<file path="config.mk">
export PLATFORM = sky130hd
export DESIGN_NAME = t_ff_bank_arbiter
export DESIGN_NICKNAME = d
export VERILOG_FILES = /design/src/rtl/t_ff_bank_arbiter.sv
export SDC_FILE = /design/constraint.sdc
export NUM_CORES = 1
export LEC_CHECK = 0
export CORE_MARGIN = 3
export CORE_UTILIZATION = 30
export CTS_BUF_LIST = sky130_fd_sc_hd__clkbuf_8
export CTS_CLUSTER_DIAMETER = 50
export DETAILED_ROUTE_END_ITERATION = 8
export PLACE_DENSITY_LB_ADDON = 0.15
export SLEW_MARGIN = 0
export SYNTH_ARGS = -nofsm -noshare
export SYNTH_HDL_FRONTEND = slang
export SYNTH_SLANG_ARGS = --single-unit
</file>
<file path="constraint.sdc">
create_clock -name clk -period 3.22 [get_ports clk]
set_clock_uncertainty 0.1 [all_clocks]
set_input_delay 0.322 -clock clk [delete_from_list [all_inputs] [get_ports clk]]
set_output_delay 0.322 -clock clk [all_outputs]
set_load 0.01 [all_outputs]
</file>
<file path="src/rtl/t_ff_bank_arbiter.sv">
// rtl/t_ff_bank_arbiter.sv - round-robin arbiter sequencing one shared bank of T flip-flops
module t_ff_bank_arbiter #(
    parameter int NREQ        = 4,
    parameter int WIDTH       = 8,
    parameter int HOLD_CYCLES = 3
) (
    input  logic                      clk,
    input  logic                      reset,
    input  logic [NREQ-1:0]           req,
    input  logic [NREQ*WIDTH-1:0]     mask,
    output logic [NREQ-1:0]           ack,
    output logic                      busy,
    output logic [$clog2(NREQ)-1:0]   last_grant,
    output logic [WIDTH-1:0]          q
);

    localparam int LW = $clog2(NREQ);
    localparam int CW = (HOLD_CYCLES > 1) ? $clog2(HOLD_CYCLES) : 1;

    typedef enum logic [1:0] {
        IDLE   = 2'd0,
        TOGGLE = 2'd1,
        HOLD   = 2'd2
    } state_t;

    state_t            state;
    logic [LW-1:0]     ptr;
    logic [LW-1:0]     gnt;
    logic [WIDTH-1:0]  mask_reg;
    logic [CW-1:0]     cnt;
    logic [WIDTH-1:0]  t;

    logic [WIDTH-1:0]  slice [NREQ];
    logic              found;
    logic [LW-1:0]     sel;
    logic [LW-1:0]     idx;

    for (genvar i = 0; i < NREQ; i++) begin : g_slice
        assign slice[i] = mask[i*WIDTH +: WIDTH];
    end

    // Search starts just after the last winner so every requester gets a turn.
    always_comb begin
        found = 1'b0;
        sel   = '0;
        idx   = '0;
        for (int k = 1; k <= NREQ; k++) begin
            idx = LW'((int'(ptr) + k) % NREQ);
            if (!found && req[idx]) begin
                found = 1'b1;
                sel   = idx;
            end
        end
    end

    always_ff @(posedge clk or posedge reset) begin
        if (reset) begin
            state    <= IDLE;
            ptr      <= LW'(NREQ - 1);
            gnt      <= '0;
            mask_reg <= '0;
            cnt      <= '0;
        end else begin
            case (state)
                IDLE: begin
                    if (found) begin
                        gnt      <= sel;
                        ptr      <= sel;
                        mask_reg <= slice[sel];
                        state    <= TOGGLE;
                    end
                end
                TOGGLE: begin
                    cnt   <= CW'(HOLD_CYCLES - 1);
                    state <= HOLD;
                end
                HOLD: begin
                    if (cnt == '0) begin
                        state <= IDLE;
                    end else begin
                        cnt <= cnt - 1'b1;
                    end
                end
                default: state <= IDLE;
            endcase
        end
    end

    assign t = (state == TOGGLE) ? mask_reg : '0;

    always_ff @(posedge clk or posedge reset) begin
        if (reset) begin
            q <= '0;
        end else begin
            q <= q ^ t;
        end
    end

    // ack is decoded from the state register so reset clears it immediately.
    assign ack        = (state == TOGGLE) ? (NREQ'(1) << gnt) : '0;
    assign busy       = (state != IDLE);
    assign last_grant = gnt;

endmodule

</file>
==> out/qor.txt, run 1 <==
Remaining Overflow, GRT -> 0
setup slack, reg-to-reg -> 1.23 ns
Row Count -> 24
antenna violations before repair -> 0
Slew Limit Fails -> 0
area delta synth->final -> 42.5%
Post-DRT Antenna Nets -> 0
layout cells sized above 1 -> 6.74%
minimum clock period -> 2.51 ns
routability cong. -> 0.723
Pwr Density -> 858 mW/mm²
CP endpoint kind -> primary output
Seq/Total Area, Yosys -> 42.2%
Clock Path Buffers -> 2
largest net degree at the start of global routing -> 25
Worst Tran Pin Value -> 0.892 ns
vias per cell -> 4.74
Max rail drop VDD -> 0.317 mV
max cap viols -> 0
DRC -> 0
Clock transition at path regs -> 0.09 ns
Hold Vio Cnt, Final -> 0
detailed-router iteration count before antenna repair -> 4
Slew HR -> 40.5%
Sequential Area -> 603 µm²
first-pass GRT wire length -> 5730 µm
Die Span Y -> 75.0 µm
post-route clock period utilization -> 77.9%
post-synthesis xor/xnor area fraction -> 4.90%
Die Wd -> 75.0 µm
vias in the first global route -> 1219
routed vias -> 1161
unrepaired setup endpoints after global routing -> false
Leakage -> 0.852 nW
Worst R2R End -> mask_reg[3]
Multi-input gate area -> 737 µm²
Core Footprint -> 0.00447 mm²
Detailed Route Iter0 Violations -> 62
final net count -> 233
total track usage -> 13.0%
Hold-fix buffers, CTS -> 0
Clock Latency Late Sink -> 0.26 ns
CTS sink count -> 24
Ant. Diodes -> 0
CP startpoint kind -> flop
status -> complete, no violations
CP Data Arrival Time -> 2.08 ns
Simple-Gate Fraction of Synth Area -> 20.7%
Final TNS setup -> 0 ns
crit path to -> ack[3]
worst-path fanout max -> 11
largest family of logic cells by synthesized area -> simple AND/OR/NAND/NOR gates
Final setup violation count -> 0
Root Driver -> clkbuf_8
routed wire length -> 3330 µm
Fillers -> 429
port bufs -> 52
WS Path Type -> flop to primary output
Initial Utilization -> 32.0%
Syn Std Cell Area -> 0.00143 mm²
Max Freq -> 399 MHz
total die area -> 0.00563 mm²
CTS HTree Levels -> 1
syn avg cell area -> 9.93 µm²
CTS tree -> done
I/O pin cnt -> 53
Reg2Reg Launch Point -> state[0]
compound-gate portion of the synthesized area -> 12.9%
Synth warnings -> 0
adder-cell area share of the yosys netlist -> 0.875%
cts repair resizes -> 0
setup bufs post-CTS -> 0
depth of the most critical reg-to-reg path -> 5
mux cell area share after synthesis -> 11.9%
synth unique cells -> 33
Hold Crit Start -> q[3]
WL/cell -> 13.6 µm
Hold WS -> 0.369 ns
flops & latches, synth -> 24
CTS Buf Count -> 3
synthesized instance count -> 144
HPWL reported at the end of detailed placement -> 2600 µm
Mapped Nets -> 183
class of the worst hold path -> flop to flop
crit path from -> state[0]
Req. time, crit path -> 2.80 ns
-- cell usage after synthesis --
| master | count | area (µm²) |
|---|---|---|
| o21ai_1 | 1 | 5.00 |
| buf_4 | 1 | 7.51 |
| a311o_1 | 1 | 10.0 |
| buf_6 | 2 | 22.5 |
| buf_8 | 1 | 15.0 |
| a22o_1 | 1 | 8.76 |
| ha_1 | 1 | 12.5 |
| a21oi_1 | 1 | 5.00 |
| dfstp_2 | 2 | 52.6 |
| clkbuf_1 | 2 | 7.51 |
| a31o_2 | 2 | 17.5 |
| buf_2 | 3 | 15.0 |
| xnor2_1 | 8 | 70.1 |
| nor3b_2 | 2 | 25.0 |
| nor3b_1 | 15 | 113 |
| and2b_1 | 1 | 7.51 |
| o22ai_1 | 2 | 12.5 |
| nand2_1 | 20 | 75.1 |
| nor2_1 | 4 | 15.0 |
| a21o_1 | 4 | 30.0 |
| a21boi_1 | 1 | 7.51 |
| or2b_1 | 1 | 7.51 |
| inv_1 | 7 | 26.3 |
| nor3_1 | 2 | 10.0 |
| o211ai_1 | 8 | 60.1 |
| dfrtp_1 | 22 | 551 |
| mux2i_1 | 17 | 170 |
| nand2b_1 | 3 | 18.8 |
| and3_1 | 1 | 6.26 |
| nor2b_1 | 2 | 12.5 |
| a22oi_1 | 1 | 7.51 |
| o21ai_0 | 4 | 20.0 |
| or2_1 | 1 | 6.26 |
-- cells by family after synthesis --
family	Yosys count
flip-flops	24
adder cells (fa/ha/maj)	1
buffers and inverters	16
AO/OA/AOI/OAI	26
AND/OR/NAND/NOR	52
XOR/XNOR	8
multiplexers	17
-- layer usage --
metal | up-vias | wire length, µm | global-route usage, %
li1 | 599 | - | -
met1 | 525 | 1590 | 19.4
met2 | 35 | 1550 | 19.3
met4 | 0 | 33 | 4.15
met5 | - | 0 | 0
met3 | 2 | 160 | 1.87
-- cell type report --
type | count | share of cell area [%]
multi-input combinational | 104 | 36.2
sequential | 24 | 29.6
timing repair buffer | 54 | 26.3
tap | 52 | 3.19
clock buffer | 3 | 2.03
clock inverter | 1 | 1.47
inverter | 7 | 1.29
-- where the power goes --
part	switching, W	internal (W)	total, W	leakage (nW)
registers	0.000132	0.000468	0.000601	0.285
logic	0.000420	0.000471	0.000890	0.531
clock network	0.0000918	0.000166	0.000258	0.0357
total	0.000644	0.00111	0.00175	0.852
-- cell usage in the layout (no fill, tap or decap), types with 3 or more instances in the layout --
cell type,instances
a21o_1,4
clkbuf_8,3
clkdlybuf4s50_1,52
dfrtp_1,22
inv_1,7
mux2i_1,17
nand2_1,20
nand2b_1,3
nor2_1,4
nor3b_1,15
o211ai_1,8
o21ai_0,4
xnor2_1,8
-- critical path, cell delays in order (launching register included) --
cell and delay [ns]:
dfrtp_1 0.46, nor2b_1 0.59, and3_1 0.24, clkdlybuf4s50_1 0.53
-- worst min path at each step --
| stage | depth (start not counted) | end |
|---|---|---|
| finish | 1 | q[3] |
| detailed placement | 1 | q[6] |
| floorplan | 1 | cnt[0] |
| global route | 1 | q[2] |
| CTS | 1 | q[6] |
| global placement | 1 | q[0] |
-- metrics by stage --
stage	util [%]	total power (W)	cells	cell area (µm²)	setup slack, ns
finish	45.6	0.00175	245	2040	0.713
global route	45.6	0.00190	245	2040	0.478
CTS	45.6	0.00177	245	2040	0.683
detailed placement	44.0	0.00151	241	1970	0.952
global placement	44.0	0.00148	241	1970	1.02
floorplan	-	0.00121	144	1430	1.34
(Power assumes the default switching activity.)
==> run 2, diff against run 1 <==
clock period = 2.1 ns   (was 3.22 ns; I/O delays follow)
==> run 2 against run 1 <==
Net effect:
- final area is 1.7% higher
- clock power is 2% higher
- cell count is 1.6% higher
- flip-flop and latch count stayed put
- sequential power is 53% higher
- worst hold slack worse by 0.18 ns
- largest power group unchanged
- highest routed layer unchanged
==> out/qor.txt, run 2 (same netlist as run 1, synthesis figures left out) <==
status -> complete, no violations
setup slack, reg-to-reg -> 0.23 ns
cts repair resizes -> 0
total die area -> 0.00563 mm²
setup bufs post-CTS -> 0
Row Count -> 24
Pwr Density -> 1270 mW/mm²
vias per cell -> 4.76
CP Cell Sequence -> or2b_1 > nor3_1 > clkdlybuf4s50_1
Core Footprint -> 0.00447 mm²
Reg2Reg Launch Point -> ptr[1]
CP endpoint kind -> primary output
CTS HTree Levels -> 1
Slew HR -> 61.4%
Fillers -> 429
Ant. Diodes -> 0
Final Util -> 46.3%
CTS tree -> done
Detailed Route Iter0 Violations -> 28
unrepaired setup endpoints after global routing -> false
Sw Share -> 37.0%
WS Path Type -> flop to primary output
Final TNS setup -> 0 ns
cell total after placement -> 245
Clock Power Share -> 10.0%
Hold Vio Cnt, Final -> 0
detailed-router iteration count before antenna repair -> 4
routed vias -> 1186
area delta synth->final -> 44.9%
Hold-fix buffers, CTS -> 0
Leakage -> 0.870 nW
Slowest cell on crit path -> clkdlybuf4s50_1
vias in the first global route -> 1164
Slew Limit Fails -> 0
final net count -> 237
largest net degree at the start of global routing -> 19
Die Wd -> 75.0 µm
most frequent cells in the layout -> clkdlybuf4s50_1 (52), dfrtp_1 (21), nand2_1 (20)
Die Span Y -> 75.0 µm
post-route clock period utilization -> 92.8%
Worst R2R End -> mask_reg[0]
first-pass GRT wire length -> 5260 µm
Largest stage delay, worst path -> 0.56 ns
HPWL reported at the end of detailed placement -> 2530 µm
CP Data Arrival Time -> 1.64 ns
WL/cell -> 12.6 µm
Req. time, crit path -> 1.79 ns
Clock transition at path regs -> 0.08 ns
Clock Latency Late Sink -> 0.26 ns
I/O pin cnt -> 53
routed wire length -> 3140 µm
class of the worst hold path -> input port to asynchronous set/reset pin
depth of the most critical reg-to-reg path -> 5
CTS Buf Count -> 3
P_int -> 0.00166 W
Psw -> 0.000974 W
Max rail drop VDD -> 0.491 mV
Max Freq -> 513 MHz
CTS sink count -> 24
total track usage -> 11.9%
Comb power frac -> 55.0%
minimum clock period -> 1.95 ns
fin cells -> 249
layout cells sized above 1 -> 9.64%
worst-path fanout max -> 6
DRC -> 0
antenna violations before repair -> 0
Final setup violation count -> 0
Root Driver -> clkbuf_8
CP startpoint kind -> flop
max cap viols -> 0
commonest non-fill, non-tap cell in the layout -> clkdlybuf4s50_1
Post-DRT Antenna Nets -> 0
routability cong. -> 0.720
Clock Path Buffers -> 2
sequential share of power -> 35.0%
port bufs -> 52
Remaining Overflow, GRT -> 0
Initial Utilization -> 32.0%
Worst Tran Pin Value -> 0.576 ns
run 2: changes by cell type in the layout (fill, tap and decap cells not counted):
cell,previous run,this run
buf_12,0,2
dfrtp_1,22,21
a311o_1,1,0
a311o_2,0,1
bufinv_16,1,0
inv_1,7,8
nor2b_2,0,1
nor2b_1,2,1
dfrtp_2,0,1
buf_4,2,4
run 2: worst max-delay path: cells and delay by family (launching register included):
| family | cells | cell delay (ns) |
|---|---|---|
| DFF | 1 | 0.44 |
| buffers and inverters | 1 | 0.56 |
| and+or+nand+nor | 2 | 0.38 |
run 2: worst max-delay path by stage:
| stage | startpoint | endpoint | slack (ns) |
|---|---|---|---|
| final | state[1] | ack[0] | 0.15 |
| after global routing | state[1] | ack[0] | 0.04 |
| after CTS | state[0] | ack[2] | 0.04 |
| after detailed placement | req[3] | mask_reg[2] | -0.02 |
| after global placement | req[3] | mask_reg[2] | 0.008 |
| after floorplan | ptr[1] | mask_reg[0] | 0.22 |
run 2: per-stage QoR:
stage	hold WS (ns)	instance area, µm²	setup WS, ns	power [W]
finish	0.187	2070	0.152	0.00263
global route	0.237	2070	0.0376	0.00286
CTS	0.206	2070	0.0416	0.00267
detailed placement	0.361	2020	-0.0190	0.00240
global placement	0.359	2020	0.00848	0.00236
floorplan	0.123	1430	0.216	0.00185
run 2: power by group through the flow:
stage          combinational (W)  clock, W  sequential (W)
6_report                 0.00145  0.000262        0.000921
4_1_cts                  0.00147  0.000276        0.000921
3_5_place_dp             0.00147         0        0.000926
2_1_floorplan           0.000939         0        0.000914
5_1_grt                  0.00161  0.000290        0.000961
3_3_place_gp             0.00145         0        0.000916
run 2: final cells by class:
class | instances | area [µm²] | share of cell area, %
clock buffers | 3 | 41.3 | 1.99
inverters | 7 | 26.3 | 1.27
clock inverters | 1 | 3.75 | 0.181
flip-flops and latches | 24 | 604 | 29.2
multi-input cells | 104 | 741 | 35.7
well taps | 52 | 65.1 | 3.14
repair buffers | 58 | 591 | 28.5
run 2: routing by layer:
metal	GRT usage (%)	share of wire (%)	wire (µm)	vias to the layer above
li1	-	-	-	608
met2	17.8	44	1380	37
met4	3.56	0.83	26	0
met3	1.20	4.3	136	2
met1	17.9	51	1600	539
met5	0	0	0	-
